==> config.mk <==
export PLATFORM = sky130hd
export DESIGN_NAME = inv_key_expand
export DESIGN_NICKNAME = d
export VERILOG_FILES = /design/src/rtl/inv_key_expand.sv
export SDC_FILE = /design/constraint.sdc
export NUM_CORES = 1
export LEC_CHECK = 0
export BUFFER_PORTS_ARGS = -buffer_cell sky130_fd_sc_hd__buf_2
export CAP_MARGIN = 10
export CORE_MARGIN = 2
export CORE_UTILIZATION = 56
export CTS_CLUSTER_DIAMETER = 150
export DETAILED_ROUTE_END_ITERATION = 10
export GPL_ROUTABILITY_DRIVEN = 0
export PLACE_DENSITY = 0.84
export SETUP_SLACK_MARGIN = 0.02
export SLEW_MARGIN = 0
export SYNTH_ARGS = -nofsm -noshare
export SYNTH_HDL_FRONTEND = slang
export SYNTH_HIERARCHICAL = 1
export SYNTH_SLANG_ARGS = --single-unit
==> constraint.sdc <==
create_clock -name clk -period 27.3 [get_ports clk]
set_clock_uncertainty 0.1 [all_clocks]
set_input_delay 2.73 -clock clk [delete_from_list [all_inputs] [get_ports clk]]
set_output_delay 2.73 -clock clk [all_outputs]
set_load 0.005 [all_outputs]
==> src/rtl/inv_key_expand.sv <==
// AES-128 inverse key expansion: streams round keys 10..0 for decryption,
// regenerating each previous key with one byte-serial forward S-box.
module s_box (
  input  logic       enc,
  input  logic [7:0] din,
  output logic [7:0] dout
);

  function automatic logic [7:0] gmul(input logic [7:0] a, input logic [7:0] b);
    logic [7:0] p;
    logic [7:0] x;
    p = 8'h00;
    x = a;
    for (int i = 0; i < 8; i++) begin
      if (b[i]) p = p ^ x;
      x = {x[6:0], 1'b0} ^ (x[7] ? 8'h1b : 8'h00);
    end
    return p;
  endfunction

  // Multiplicative inverse as x^254 through an addition chain; 0 maps to 0.
  function automatic logic [7:0] gf_inv(input logic [7:0] x);
    logic [7:0] x2, x3, x12, x15, x240;
    x2   = gmul(x, x);
    x3   = gmul(x2, x);
    x12  = gmul(gmul(x3, x3), gmul(x3, x3));
    x15  = gmul(x12, x3);
    x240 = gmul(x15, x15);
    x240 = gmul(x240, x240);
    x240 = gmul(x240, x240);
    x240 = gmul(x240, x240);
    return gmul(gmul(x240, x12), x2);
  endfunction

  function automatic logic [7:0] affine(input logic [7:0] a);
    return a ^ {a[6:0], a[7]} ^ {a[5:0], a[7:6]} ^ {a[4:0], a[7:5]} ^
           {a[3:0], a[7:4]} ^ 8'h63;
  endfunction

  function automatic logic [7:0] inv_affine(input logic [7:0] a);
    return {a[6:0], a[7]} ^ {a[4:0], a[7:5]} ^ {a[1:0], a[7:2]} ^ 8'h05;
  endfunction

  always_comb begin
    if (enc) dout = affine(gf_inv(din));
    else     dout = gf_inv(inv_affine(din));
  end

endmodule

module inv_key_expand (
  input  logic         clk,
  input  logic         rst_n,
  input  logic         start,
  input  logic [127:0] key_in,
  output logic         busy,
  output logic         rk_valid,
  input  logic         rk_ready,
  output logic [127:0] rk_out,
  output logic [3:0]   rk_round,
  output logic         done
);

  typedef enum logic [1:0] {IDLE, EMIT, SUB} state_t;

  state_t        state_q, state_d;
  logic [127:0]  key_q, key_d;
  logic [3:0]    round_q, round_d;
  logic [1:0]    byte_cnt_q, byte_cnt_d;
  logic [23:0]   sub_q, sub_d;
  logic [127:0]  rk_out_q, rk_out_d;
  logic [3:0]    rk_round_q, rk_round_d;
  logic          rk_valid_q, rk_valid_d;
  logic          busy_q, busy_d;
  logic          done_q, done_d;

  logic [31:0]   w0, w1, w2, w3, p3, rot_word, sub_word, p0;
  logic [7:0]    sbox_in, sbox_out, rcon;
  logic [127:0]  prev_key;

  s_box u_sbox (
    .enc  (1'b1),
    .din  (sbox_in),
    .dout (sbox_out)
  );

  function automatic logic [7:0] rcon_of(input logic [3:0] r);
    case (r)
      4'd1:    return 8'h01;
      4'd2:    return 8'h02;
      4'd3:    return 8'h04;
      4'd4:    return 8'h08;
      4'd5:    return 8'h10;
      4'd6:    return 8'h20;
      4'd7:    return 8'h40;
      4'd8:    return 8'h80;
      4'd9:    return 8'h1b;
      4'd10:   return 8'h36;
      default: return 8'h00;
    endcase
  endfunction

  // Reverse step: bytes of RotWord(p3) are substituted MSB first, one per SUB cycle.
  always_comb begin
    {w0, w1, w2, w3} = key_q;
    p3       = w3 ^ w2;
    rot_word = {p3[23:0], p3[31:24]};
    case (byte_cnt_q)
      2'd0:    sbox_in = rot_word[31:24];
      2'd1:    sbox_in = rot_word[23:16];
      2'd2:    sbox_in = rot_word[15:8];
      default: sbox_in = rot_word[7:0];
    endcase
    rcon     = rcon_of(round_q);
    sub_word = {sub_q, sbox_out};
    p0       = w0 ^ sub_word ^ {rcon, 24'h000000};
    prev_key = {p0, w1 ^ w0, w2 ^ w1, p3};
  end

  always_comb begin
    state_d    = state_q;
    key_d      = key_q;
    round_d    = round_q;
    byte_cnt_d = byte_cnt_q;
    sub_d      = sub_q;
    rk_out_d   = rk_out_q;
    rk_round_d = rk_round_q;
    rk_valid_d = rk_valid_q;
    done_d     = 1'b0;
    case (state_q)
      IDLE: begin
        // A start coinciding with the done pulse belongs to the finished run.
        if (start && !done_q) begin
          key_d      = key_in;
          round_d    = 4'd10;
          rk_out_d   = key_in;
          rk_round_d = 4'd10;
          rk_valid_d = 1'b1;
          state_d    = EMIT;
        end
      end
      EMIT: begin
        if (rk_valid_q && rk_ready) begin
          rk_valid_d = 1'b0;
          if (round_q == 4'd0) begin
            done_d  = 1'b1;
            state_d = IDLE;
          end else begin
            byte_cnt_d = 2'd0;
            state_d    = SUB;
          end
        end
      end
      SUB: begin
        sub_d      = {sub_q[15:0], sbox_out};
        byte_cnt_d = byte_cnt_q + 2'd1;
        if (byte_cnt_q == 2'd3) begin
          key_d      = prev_key;
          round_d    = round_q - 4'd1;
          rk_out_d   = prev_key;
          rk_round_d = round_q - 4'd1;
          rk_valid_d = 1'b1;
          state_d    = EMIT;
        end
      end
      default: state_d = IDLE;
    endcase
    busy_d = (state_d != IDLE);
  end

  always_ff @(posedge clk) begin
    if (!rst_n) begin
      state_q    <= IDLE;
      key_q      <= '0;
      round_q    <= '0;
      byte_cnt_q <= '0;
      sub_q      <= '0;
      rk_out_q   <= '0;
      rk_round_q <= '0;
      rk_valid_q <= 1'b0;
      busy_q     <= 1'b0;
      done_q     <= 1'b0;
    end else begin
      state_q    <= state_d;
      key_q      <= key_d;
      round_q    <= round_d;
      byte_cnt_q <= byte_cnt_d;
      sub_q      <= sub_d;
      rk_out_q   <= rk_out_d;
      rk_round_q <= rk_round_d;
      rk_valid_q <= rk_valid_d;
      busy_q     <= busy_d;
      done_q     <= done_d;
    end
  end

  assign busy     = busy_q;
  assign rk_valid = rk_valid_q;
  assign rk_out   = rk_out_q;
  assign rk_round = rk_round_q;
  assign done     = done_q;

endmodule

[Word-level counts from Yosys, hierarchy flattened]
Memories as Yosys holds them, arrays and structs flattened. A register that Yosys moved wholly into a read port is not among the register bits.
Index checks and enable logic that the tools add are counted.
Storage, ports and cells
  register bits after elaboration: 163
  bits in latches: 0
  bits in writable memories: 0
  ROM bits: 128
  input bits: 132
  output and inout port bits: 135
  word-level logic and storage cells: 385
  memories kept: 1
Memories
  (no name shown): words 16, bits a word 8, rd ports 1, clocked after Yosys merged registers in 1, wr ports 0, RTL line 88  | case (r)
Operators by class
  add/subtract/negate cells: 2
  $mul: 0
  divide/modulo/power cells: 0
  $lt $le $gt $ge: 0
  eq/ne operators: 9
  shifts and indexed selects: 0
  muxes and demuxes: 187
  bitwise gates (word level): 164
  reduce and logical (&&, ||, !) cells: 14
Operators by type and width (count)
  8-bit XOR: 157
  8-bit two-way mux: 88
  5-bit two-way mux: 77
  128-bit two-way mux: 2
  128-bit case mux with 2 select lines: 1
  32-bit XOR: 5
  8-bit case mux with 3 select lines: 1
  4-bit two-way mux: 4
  2-bit two-way mux: 6
  3-bit AND reduction: 3
  2-bit != test (second input constant): 4
  4-bit case mux with 2 select lines: 1
  8-bit by 5-bit XOR with 8-bit output: 1
  2-bit == test (second input constant): 3
  2-bit case mux with 3 select lines: 1
  2-bit nonzero test: 3
  2-bit by 1-bit == test with 1-bit output (second input constant): 2
  2-bit zero test: 2
  4-bit zero test: 1
  1-bit two-way mux: 4
  4-bit inverter: 1
  2-bit case mux with 2 select lines: 1
  4-bit AND reduction: 1
  4-bit by 1-bit subtractor with 4-bit output (second input constant): 1
  5 further kinds: 6

[Logic depth before layout (Yosys ltp)]
  word-level depth: 187
  gate-level depth with buffers: 90
  mapped depth without buffers: 76

[Cells and area by module]
The synthesis kept the hierarchy.
By module, submodules not included
  s_box: times used 1, cells an instance 2828, area an instance 23608.9 µm², seq. area each 0.0 µm²
  inv_key_expand: times used 1, cells an instance 1150, area an instance 9103.7 µm², seq. area each 3423.3 µm²

[Worst setup path before layout]
No wires, ideal clock.
  path type: reg2reg
  start point: register byte_cnt_q[0]
  end point: register rk_out_q[99], in the netlist rk_out[99]
  library setup time: 0.115 ns
  arrival: 19.651 ns
  required time: 27.085 ns
  path slack: 7.434 ns
  stages on the path, launching flop included: 80
  path buffers: 10
  clock period less this slack: 19.866 ns
  cells stage by stage: dfxtp_1 -> inv_1 -> ha_1 -> clkbuf_1 -> a222oi_1 -> mux2i_1 -> ha_1 -> buf_2 -> xnor2_1 -> nand2_1 -> xor2_1 -> xnor3_1 -> buf_2 -> buf_2 -> xnor2_1 -> nand2_1 -> xnor3_1 -> xor2_2 -> (+44 left out) -> xnor3_1 -> nand3b_1 -> a21oi_1 -> nor2_1 -> xor3_1 -> xnor3_2 -> xnor3_2 -> xnor3_1 -> nor2_1 -> xor2_1 -> xnor3_1 -> xor2_1 -> xnor3_1 -> mux2i_1 -> nor2_1 -> o21ai_0 -> o21ai_0 -> and2_1
Between the ends
  word-level cells in the longest chain between the ends: 179
  elaborated cells on any way between the ends: 334
  those cells by class: eq/ne: 4; mux: 168; bitwise: 160; reduce/logical: 2
Ends and longest elaborated chain
  from (decl): RTL line 69  | logic [1:0] byte_cnt_q, byte_cnt_d;
  from (signal assigned): RTL line 187  | byte_cnt_q <= byte_cnt_d;
  2-bit == test, or another cell as far along: RTL line 108  | case (byte_cnt_q)
  8-bit case mux with 3 select lines *: RTL line 108
  via sbox_in[0]: RTL line 78  | logic [7:0] sbox_in, sbox_out, rcon;
  8-bit two-way mux: RTL line 15  | if (b[i]) p = p ^ x;
  8-bit XOR: RTL line 15
  8-bit two-way mux: RTL line 15
  8-bit XOR: RTL line 15
  8-bit two-way mux: RTL line 15
  (+162 left out)
  8-bit XOR: RTL line 15
  8-bit two-way mux *: RTL line 15
  8-bit XOR (3 in series): RTL line 36  | return a ^ {a[6:0], a[7]} ^ {a[5:0], a[7:6]} ^ {a[4:0], a[7:5]} ^
  8-bit XOR *: RTL line 36
  via sbox_out[3]: RTL line 78
  32-bit XOR * (2 in series): RTL line 116  | p0 = w0 ^ sub_word ^ {rcon, 24'h000000};
  128-bit two-way mux *: RTL line 157  | if (byte_cnt_q == 2'd3) begin
  128-bit case mux with 2 select lines *: RTL line 130  | case (state_q)
  to (signal assigned): RTL line 189  | rk_out_q <= rk_out_d;
  to (decl): RTL line 71  | logic [127:0] rk_out_q, rk_out_d;
Mark *: on every way through the listed nets, which the timed path passes. The rest lies on a longest branch. The select of a mux whose other input is x is not followed.
A chain may end at the register's enable or synchronous reset.

[Worst setup path in the final report]
  start point: register byte_cnt_q[0]
  end point: register rk_out_q[96], in the netlist rk_out[96]
Between the ends
  word-level cells in the longest chain between the ends: 180
  elaborated cells on any way between the ends: 335
  those cells by class: eq/ne: 4; mux: 168; bitwise: 161; reduce/logical: 2
Ends and longest elaborated chain (RTL line)
  2-bit == test, or another cell as far along: 108
  8-bit case mux with 3 select lines *: 108
  via sbox_in[7]: 78
  5-bit two-way mux / 8-bit two-way mux (equally long branches): 16, 15
  8-bit XOR (on tied branches): 16, 15
  8-bit XOR / 8-bit two-way mux (equally long branches): 15
  8-bit two-way mux / 8-bit XOR (equally long branches): 15
  8-bit XOR / 8-bit two-way mux (equally long branches): 15
  (+163 left out)
  8-bit two-way mux *: 15
  8-bit XOR (3 in series): 36
  8-bit XOR *: 36
  4-bit inverter (no source line) *
  via sbox_out[0]: 78
  32-bit XOR * (2 in series): 116
  128-bit two-way mux *: 157
  128-bit case mux with 2 select lines *: 130
Marks and branches as above.

==> metrics <==
run status finished clean; Nets 4200; max_cap viols 0; Final Cycle Share 0.902; placed insts 4786; CTS root buf clkbuf_16; Post-Syn Area 32700 µm²; Worst Path Required roughly 28 ns; Syn. warnings 6; top post-synthesis cells by area xnor2_1 (15%), xnor3_1 (14%), dfxtp_1 (10%); area grow syn2layout 6.51%; Syn Inst Count 3978; ys flop type dfxtp_1; R2R Path End rk_out[96]$_SDFFE_PN0N_; via density per instance 6.05; Post-DRT Antenna Nets 0; top-area cell type share of the netlist area 0.150; Place WS 3.07 ns; Starting DRT DRC Count 3226; CP endpoint kind flop; FP Rows 88; FILL cells 5023; Slew Limit Fails 0; Initial Utilization 0.567; Post-synth EDFFs 0; Clock Sink Count 171; Clock Latency Late Sink 0.45 ns; Crit Path Max Fanout 38; metal3 WL 6580 µm; Post-CTS Resized 0; die width 246 µm; worst setup path start byte_cnt_q[0]$_SDFFE_PN0P_; Final setup violation count 0; R2R Setup Slk 2.69 ns; slowest stage cell, crit path xor2_1; Setup TNS Final 0 ns; I/O Buffers 266; Critical Path End rk_out[96]$_SDFFE_PN0N_; post-DP HPWL 65500 µm; Yosys reg bits 171; core area 57700 µm²; Die Span Y 246 µm; Tot GR Track Use 0.286; Max Buffers Root-to-Sink 2; pin count of the biggest net entering global routing 126; Seq/Total Area, Yosys 0.105; first-pass GRT wire length 143000 µm; Min Clock Period, post-route 24.61 ns; setup bufs post-CTS 0; I/O pin total between 200 and 300; Hold Crit Class reg2reg; setup ws final ~2.7 ns; total iterations of the first detailed-routing run 7; cell taking the most area after synthesis xnor2_1; post-route cell area 34800 µm²; drt wl/cell 18.4 µm; share of cells above drive strength 1 0.134; WL met1 37300 µm; CP arrival 24.84 ns; Crit path largest cell delay 0.84 ns; r2r worst-path depth 68; Remaining DRCs 0; DR WL met2 41700 µm; vias in the first global route between 20000 and 30000; GRT overflow 0; Hold Violations, Final 0; DIE AREA 60400 µm²; CTS tree done; critical path type reg2reg; Rel. slew slack 0.163; cts bufs inserted 17; via count 29200; Mean Syn Cell Area 8.22 µm²; startpoint class of the critical path flop; Post-Route WL 88800 µm; Peak Freq 40.6 MHz; Post-CTS Hold Buffers 0; antenna violations before repair 4; post-synth net total 4136; Yosys cell types 126; Post-Place Cell Area 34200 µm²; Worst-Margin Slew ~1.3 ns; Finished Layout Cells just under 5000; Worst-path clk slew 0.07 ns; fraction of registers with async set/reset 0; H-tree levels 4; RR Startpoint byte_cnt_q[0]$_SDFFE_PN0P_; RSZ-0062 raised after global routing false; max layer used met5
==> worst min-delay path by stage <==
stage,start,to,cells after the start
after floorplan,sub_q[17]$_SDFFE_PN0N_,sub_q[17]$_SDFFE_PN0N_,2
after detailed placement,sub_q[21]$_SDFFE_PN0N_,sub_q[21]$_SDFFE_PN0N_,2
after global routing,sub_q[21]$_SDFFE_PN0N_,sub_q[21]$_SDFFE_PN0N_,2
final,sub_q[21]$_SDFFE_PN0N_,sub_q[21]$_SDFFE_PN0N_,2
after CTS,sub_q[21]$_SDFFE_PN0N_,sub_q[21]$_SDFFE_PN0N_,2
after global placement,sub_q[21]$_SDFFE_PN0N_,sub_q[21]$_SDFFE_PN0N_,2
==> area by class of cell <==
class / count / area, µm² / share of cell area
Antenna cell: 2 / 5.00 / 0.000144
Clock buffer: 18 / 429 / 0.0123
Clock inverter: 14 / 176 / 0.00506
Inverter: 61 / 229 / 0.00657
Multi-Input combinational cell: 3474 / 27900 / 0.801
Sequential cell: 171 / 3420 / 0.0983
Tap cell: 765 / 957 / 0.0275
Timing Repair Buffer: 317 / 1720 / 0.0493
==> cells by family after synthesis <==
group	after synthesis	share of synthesized area
buf+inv	333	0.0472
compound gates	849	0.173
xor+xnor	1106	0.428
simple gates	1371	0.198
other cells	1	0.000115
mux	120	0.0382
flops	171	0.105
fa+ha+maj	27	0.0103
==> flip-flops by register name, indices dropped and copies added (netlist names) <==
name,cells
rcon,8
state_q,2
rk_out,128
busy,1
sub_q,24
byte_cnt_q,2
rk_valid,1
rk_round,4
done,1
==> worst max-delay path, delay by kind of cell (launching register included) <==
family	cells	cell delay (ns)
AOI/OAI and AO/OA	8	1.75
xor gates and xnor gates	33	14.07
adders and majority gates	7	3.52
buffers and inverters	5	1.19
DFF	1	0.43
muxes	4	1.38
and+or+nand+nor	11	2.08
==> per-layer routing <==
| layer | up-vias | track usage |
|---|---|---|
| met5 | - | 0 |
| met3 | 200 | 0.0355 |
| li1 | 13900 | - |
| met4 | 4 | 0.106 |
| met1 | 13800 | 0.383 |
| met2 | 1285 | 0.472 |
==> cell usage after synthesis (17+ instances only) <==
cell type	instances
a21boi_0	32
a21oi_1	111
a22oi_1	113
a31oi_1	23
and2_1	160
and3_1	24
buf_2	75
buf_6	19
clkbuf_1	148
dfxtp_1	171
ha_1	26
inv_1	44
mux2i_1	100
nand2_1	366
nand2b_1	37
nand3_1	61
nor2_1	477
nor2b_1	37
nor3_1	71
nor3b_1	44
o211ai_1	18
o21ai_0	323
o21ai_1	19
o22ai_1	21
or3_1	17
xnor2_1	559
xnor2_2	42
xnor3_1	203
xnor3_2	18
xor2_1	218
xor3_1	32
==> stage by stage <==
stage                     hold WS [ns]  utilization
final                            0.378        0.604
after floorplan                  0.355            -
after global routing             0.397        0.604
after detailed placement         0.370        0.593
after CTS                        0.380        0.604
after global placement           0.363        0.593
==> layout by cell type, fill, tap and decap left out, types with 12 or more instances in the layout <==
cell type / count
xnor2_2: 48
a21boi_0: 32
a311oi_1: 12
o22ai_1: 21
or3_1: 17
xnor2_4: 13
a222oi_1: 14
xnor3_2: 18
clkbuf_16: 17
xnor3_1: 203
o21ai_1: 19
o21ai_0: 323
nor3_1: 71
xor3_1: 32
nor2b_1: 37
a21oi_1: 111
a22oi_1: 113
a31oi_1: 23
xnor2_1: 553
mux2_2: 13
nand2b_1: 36
xor2_2: 16
buf_4: 52
buf_2: 265
nor2_1: 477
xor2_1: 217
mux2i_1: 92
nor3b_1: 44
o221ai_1: 13
and3_1: 24
nand3_1: 61
inv_1: 44
and2_1: 160
nand2_1: 366
o211ai_1: 18
dfxtp_1: 171
ha_1: 26
Power is not shown: default switching activity piles up to over one toggle a cycle in this logic, so the estimate is an artifact.
